### src/rtl/pmod_keypad_scanner.sv
// 4x4 matrix keypad scanner for a PMOD header: column scan, full-matrix debounce,
// single-key press strobes and a two-digit BCD entry register for the 7-segment driver.
module pmod_keypad_scanner #(
  parameter int SCAN_TICKS     = 10000,
  parameter int DEBOUNCE_SCANS = 4
) (
  input  logic       clk,
  input  logic       rst,
  output logic [3:0] col,
  input  logic [3:0] row,
  output logic [3:0] key_code,
  output logic       key_valid,
  output logic       key_down,
  output logic [7:0] digits
);

  localparam int TW = (SCAN_TICKS > 1) ? $clog2(SCAN_TICKS) : 1;
  localparam int CW = $clog2(DEBOUNCE_SCANS + 1);
  localparam logic [TW-1:0] TICK_LAST = TW'(SCAN_TICKS - 1);
  localparam logic [CW-1:0] CNT_MAX   = CW'(DEBOUNCE_SCANS);

  logic [3:0]    row_meta, row_sync;
  logic [TW-1:0] tick;
  logic [1:0]    col_idx;
  logic [15:0]   snapshot, prev_snapshot, deb_state, snap_next;
  logic [CW-1:0] stable_cnt, cnt_next;
  logic          sample_now, scan_end, snap_onehot;
  logic [3:0]    first_idx;
  logic          press_pending;
  logic [3:0]    pending_code;

  function automatic logic [3:0] key_label(input logic [3:0] idx);
    case (idx)
      4'd0:  key_label = 4'h1;
      4'd1:  key_label = 4'h2;
      4'd2:  key_label = 4'h3;
      4'd3:  key_label = 4'hA;
      4'd4:  key_label = 4'h4;
      4'd5:  key_label = 4'h5;
      4'd6:  key_label = 4'h6;
      4'd7:  key_label = 4'hB;
      4'd8:  key_label = 4'h7;
      4'd9:  key_label = 4'h8;
      4'd10: key_label = 4'h9;
      4'd11: key_label = 4'hC;
      4'd12: key_label = 4'h0;
      4'd13: key_label = 4'hF;
      4'd14: key_label = 4'hE;
      default: key_label = 4'hD;
    endcase
  endfunction

  assign col        = ~(4'b0001 << col_idx);
  assign sample_now = (tick == TICK_LAST);
  assign scan_end   = sample_now && (col_idx == 2'd3);

  // Snapshot as it will look after this cycle's sample, so the end-of-scan
  // compare sees column 3 without waiting an extra cycle.
  always_comb begin
    snap_next = snapshot;
    for (int r = 0; r < 4; r++) begin
      snap_next[4*r + int'(col_idx)] = ~row_sync[r];
    end
  end

  always_comb begin
    cnt_next = '0;
    if (snap_next == prev_snapshot) begin
      cnt_next = (stable_cnt == CNT_MAX) ? CNT_MAX : stable_cnt + 1'b1;
    end
  end

  always_comb begin
    snap_onehot = (snap_next != '0) && ((snap_next & (snap_next - 16'd1)) == '0);
    first_idx   = '0;
    for (int i = 0; i < 16; i++) begin
      if (snap_next[i]) first_idx = 4'(i);
    end
  end

  always_ff @(posedge clk) begin
    if (rst) begin
      row_meta <= 4'hF;
      row_sync <= 4'hF;
      tick     <= '0;
      col_idx  <= '0;
      snapshot <= '0;
    end else begin
      row_meta <= row;
      row_sync <= row_meta;
      if (sample_now) begin
        tick     <= '0;
        col_idx  <= col_idx + 2'd1;
        snapshot <= snap_next;
      end else begin
        tick <= tick + 1'b1;
      end
    end
  end

  // Debounce: the whole matrix must repeat for DEBOUNCE_SCANS scans before it is trusted.
  always_ff @(posedge clk) begin
    if (rst) begin
      prev_snapshot <= '0;
      stable_cnt    <= '0;
      deb_state     <= '0;
      key_down      <= 1'b0;
      press_pending <= 1'b0;
      pending_code  <= '0;
    end else begin
      press_pending <= 1'b0;
      if (scan_end) begin
        stable_cnt    <= cnt_next;
        prev_snapshot <= snap_next;
        if (cnt_next == CNT_MAX) begin
          deb_state <= snap_next;
          key_down  <= (snap_next != '0);
          if ((deb_state == '0) && snap_onehot) begin
            press_pending <= 1'b1;
            pending_code  <= key_label(first_idx);
          end
        end
      end
    end
  end

  always_ff @(posedge clk) begin
    if (rst) begin
      key_valid <= 1'b0;
      key_code  <= '0;
      digits    <= '0;
    end else begin
      key_valid <= press_pending;
      if (press_pending) begin
        key_code <= pending_code;
        if (pending_code <= 4'd9) begin
          digits <= {digits[3:0], pending_code};
        end else if (pending_code == 4'hC) begin
          digits <= 8'h00;
        end
      end
    end
  end

endmodule

### config.mk
export PLATFORM = sky130hd
export DESIGN_NAME = pmod_keypad_scanner
export DESIGN_NICKNAME = d
export VERILOG_FILES = /design/src/rtl/pmod_keypad_scanner.sv
export SDC_FILE = /design/constraint.sdc
export NUM_CORES = 1
export LEC_CHECK = 0
export CAP_MARGIN = 20
export CORE_MARGIN = 2
export CORE_UTILIZATION = 31
export CTS_CLUSTER_SIZE = 25
export DETAILED_ROUTE_END_ITERATION = 10
export PLACE_DENSITY = 0.58
export SLEW_MARGIN = 10
export SYNTH_ARGS = -nofsm -noshare
export SYNTH_HDL_FRONTEND = slang
export SYNTH_SLANG_ARGS = --single-unit
### constraint.sdc
create_clock -name clk -period 3.5 [get_ports clk]
set_clock_uncertainty 0.05 [all_clocks]
set_input_delay 0.7 -clock clk [delete_from_list [all_inputs] [get_ports clk]]
set_output_delay 0.7 -clock clk [all_outputs]
set_load 0.1 [all_outputs]
==> impl_summary.log <==
[metrics] max-cap violations: 0
[metrics] power per cell area: 409 nW/µm²
[metrics] H-tree lvl count: 3
[metrics] Core Region: 14,500 µm²
[metrics] #FFs+latches synth: 94
[metrics] final wirelength: 10,900 µm
[metrics] highest-count cells in the layout ignoring fill and taps: sky130_fd_sc_hd__dfxtp_1 (94), sky130_fd_sc_hd__nor2_1 (81), sky130_fd_sc_hd__nand2_1 (51), sky130_fd_sc_hd__a21oi_1 (46), sky130_fd_sc_hd__mux2i_1 (32)
[metrics] r2r startpoint: col_idx[0]
[metrics] worst vdd ir: 0.000249 V
[metrics] relative area change from synthesis to final layout: 17.9%
[metrics] portion of the post-synthesis area used by sequential elements: 0.410
[metrics] biggest area consumer among synthesized cells: sky130_fd_sc_hd__dfxtp_1
[metrics] Port Buffer Count: 23
[metrics] die area: 15,800 µm²
[metrics] number of unique standard cell types used by synthesis: 61
[metrics] layout cell share with drive strength beyond 1: 0.114
[metrics] Critical Path Sink Type: flip-flop
[metrics] detailed-router iteration count before antenna repair: 4
[metrics] clock buffer count from CTS: 9
[metrics] Power Total: 2.21 mW
[metrics] Final ANT Viol Nets: 0
[metrics] I/O pin count: 24
[metrics] total number of yosys warnings: 0
[metrics] leakage power of the design: 1.98 nW
[metrics] minimum clock period after layout: 3.31 ns
[metrics] # diodes: 0
[metrics] x dimension of the die: 126 µm
[metrics] DP Worst Slack: 0.152 ns
[metrics] routed via count: 3,821
[metrics] Synth area leaders: sky130_fd_sc_hd__dfxtp_1 (41%), sky130_fd_sc_hd__mux2i_1 (7.0%), sky130_fd_sc_hd__nor2_1 (6.6%)
[metrics] Worst-Margin Slew: 0.982 ns
[metrics] internal reg-to-reg setup slack: 0.19 ns
[metrics] aggregate negative setup slack: 0 ns
[metrics] number of enable flip-flop cells after synthesis: 0
[metrics] number of buffers inserted to repair setup after CTS: 0
[metrics] Hold Path Origin: row_meta[1]
[metrics] number of buffers added to fix hold violations after cts: 0
[metrics] wire length of the first global-routing pass: 18,200 µm
[metrics] number of nets produced by synthesis: 557
[metrics] CTS tree: done
[metrics] register clock-pin slew on the reported worst setup and hold paths: 0.06 ns
[metrics] average detailed-routed wire length per instance: 14.4 µm
[metrics] relative slew slack: 0.345
[metrics] net total in the final layout: 585
[metrics] vias in the first global route: 3,642
[metrics] depth of the worst hold-timing path: 1
[metrics] commonest non-fill, non-tap cell in the layout: sky130_fd_sc_hd__dfxtp_1
[metrics] worst reg-to-reg path cell count: 13
[metrics] critical path startpoint category: flip-flop
[metrics] dominant synthesized flop cell: sky130_fd_sc_hd__dfxtp_1
[metrics] clock latency on the worst-skew pair: 0.35 ns
[metrics] fraction of synthesis flops using an asynchronous set or reset pin: 0
[metrics] Final setup violation count: 0
[metrics] category of the most critical setup path: reg2reg
[metrics] status: completed
[metrics] grt ovf: 0
[metrics] maximum single-stage delay on the critical path: 0.39 ns
[metrics] synthesized area divided by synthesized cell count: 8.50 µm²
[metrics] cell-by-cell trace of the critical path: ha_4, or2_2, and2_1, or3_1, o21ai_0, o21ai_0, a21oi_1, inv_1, ha_1, nor3_1, nor2_1, a211oi_1, mux2_4
[metrics] setup repair after global routing missed its margin: false
[metrics] Hold WS: 0.359 ns
[metrics] Req. time, crit path: 3.75 ns
[metrics] final weighted congestion in routability-driven placement: 0.868
[metrics] DIE HEIGHT: 126 µm
[metrics] achievable clock frequency: 303 MHz
[metrics] proportion of netlist area held by the largest area contributor: 0.410
[metrics] worst hold path type: reg2reg
[metrics] Synth Instances: 540
[metrics] DR vias/cell: 5.05
[metrics] final hold vios: 0
[metrics] slowest cell on the critical path: sky130_fd_sc_hd__dfxtp_1
[metrics] maximum buffer depth of the clock tree: 2
[metrics] Endpoint, Worst Hold: row_sync[1]
[metrics] final number of max-transition violations: 0
[metrics] Worst Slack Setup Final: 0.195 ns
[metrics] clock root buffer: sky130_fd_sc_hd__clkbuf_16
[metrics] dominant cell type by count on the critical path: sky130_fd_sc_hd__o21ai_0
[metrics] crit share post-route: 0.944
[metrics] standard-cell row count: 44
[metrics] number of DRC markers after the initial detailed-route iteration: 201
[metrics] post-cts sizing count: 0
[metrics] HPWL after detailed placement: 7820 µm
[metrics] clk sink count: 94
[metrics] starting utilization of the core area: 0.317
[metrics] All-Layer GR Usage: 0.143
[metrics] terminus of the critical flop-to-flop path: pending_code[2]
[metrics] worst endpoint data arrival time: 3.55 ns
[metrics] buffers plus inverters on the worst setup path: 1
[metrics] largest net degree at the start of global routing: 56
[metrics] post-synthesis instance area: 4590 µm²
[metrics] initial antenna violation count: 0
[metrics] Top delay family on crit path: simple AND/OR/NAND/NOR gates
[metrics] # DRC: 0
[metrics] critical-path maximum fanout: 14
-- worst register-to-register path: cells and delay by family (launching register included) --
family | cells | cell delay, ns
simple gates | 5 | 1.15
compound gates | 4 | 0.96
fa+ha+maj | 2 | 0.43
flops | 1 | 0.39
mux | 1 | 0.18
buf+inv | 1 | 0.08
-- state kept, by name, summed over array words and instances (netlist names) --
register	cells
pending_code	4
tick	14
deb_state	16
key_valid	1
prev_snapshot	16
key_code	4
col_idx	2
press_pending	1
row_sync	4
digits	8
row_meta	4
key_down	1
snapshot	16
stable_cnt	3
-- layer usage --
metal	part of all wire	GRT usage
met1	0.47	0.189
met2	0.46	0.224
met3	0.046	0.0293
met4	0.022	0.0660
met5	0	0
-- cells in the mapped netlist, types with 8 or more instances --
cell type,instances
sky130_fd_sc_hd__dfxtp_1,94
sky130_fd_sc_hd__nor2_1,81
sky130_fd_sc_hd__nand2_1,51
sky130_fd_sc_hd__a21oi_1,46
sky130_fd_sc_hd__mux2i_1,32
sky130_fd_sc_hd__nand3_1,20
sky130_fd_sc_hd__inv_1,17
sky130_fd_sc_hd__clkbuf_1,16
sky130_fd_sc_hd__xnor2_1,13
sky130_fd_sc_hd__nand2b_1,12
sky130_fd_sc_hd__or2_2,12
sky130_fd_sc_hd__ha_1,11
sky130_fd_sc_hd__o21ai_0,10
sky130_fd_sc_hd__nor3_1,9
sky130_fd_sc_hd__nor4_1,8
sky130_fd_sc_hd__o21a_1,8
sky130_fd_sc_hd__xor2_1,8
-- worst max path at each step --
| stage | end | depth (start not counted) | from |
|---|---|---|---|
| after floorplan | pending_code[2] | 14 | col_idx[0] |
| after global placement | pending_code[2] | 13 | col_idx[0] |
| after detailed placement | pending_code[2] | 12 | col_idx[0] |
| after CTS | pending_code[2] | 12 | col_idx[0] |
| after global routing | pending_code[2] | 12 | col_idx[0] |
| final | pending_code[2] | 13 | col_idx[0] |
-- metrics by stage --
stage,util,instance area (µm²),std cells
final,0.374,5420,756
after global routing,0.374,5420,756
after CTS,0.372,5390,756
after detailed placement,0.350,5060,741
after global placement,0.350,5060,741
after floorplan,-,4590,540
-- power breakdown --
group          internal, mW  switching, mW
sequential             1.08        0.00623
combinational        0.0291         0.0465
clock                 0.658          0.397
-- area by class of cell --
| type | instances | area, µm² |
|---|---|---|
| fillers | 1466 | 9060 |
| flip-flops and latches | 94 | 1880 |
| clock inverters | 4 | 70.1 |
| clock buffers | 11 | 253 |
| well taps | 184 | 230 |
| repair buffers | 42 | 358 |
| inverters | 17 | 63.8 |
| multi-input cells | 404 | 2560 |
-- logic make-up after synthesis --
group / share of synthesized area
AO/OA/AOI/OAI: 0.141
XOR/XNOR: 0.0401
adder cells (fa/ha/maj): 0.0343
buffers and inverters: 0.0395
flip-flops: 0.410
multiplexers: 0.0796
AND/OR/NAND/NOR: 0.255
Note: power is estimated with default switching activity, not from simulation.
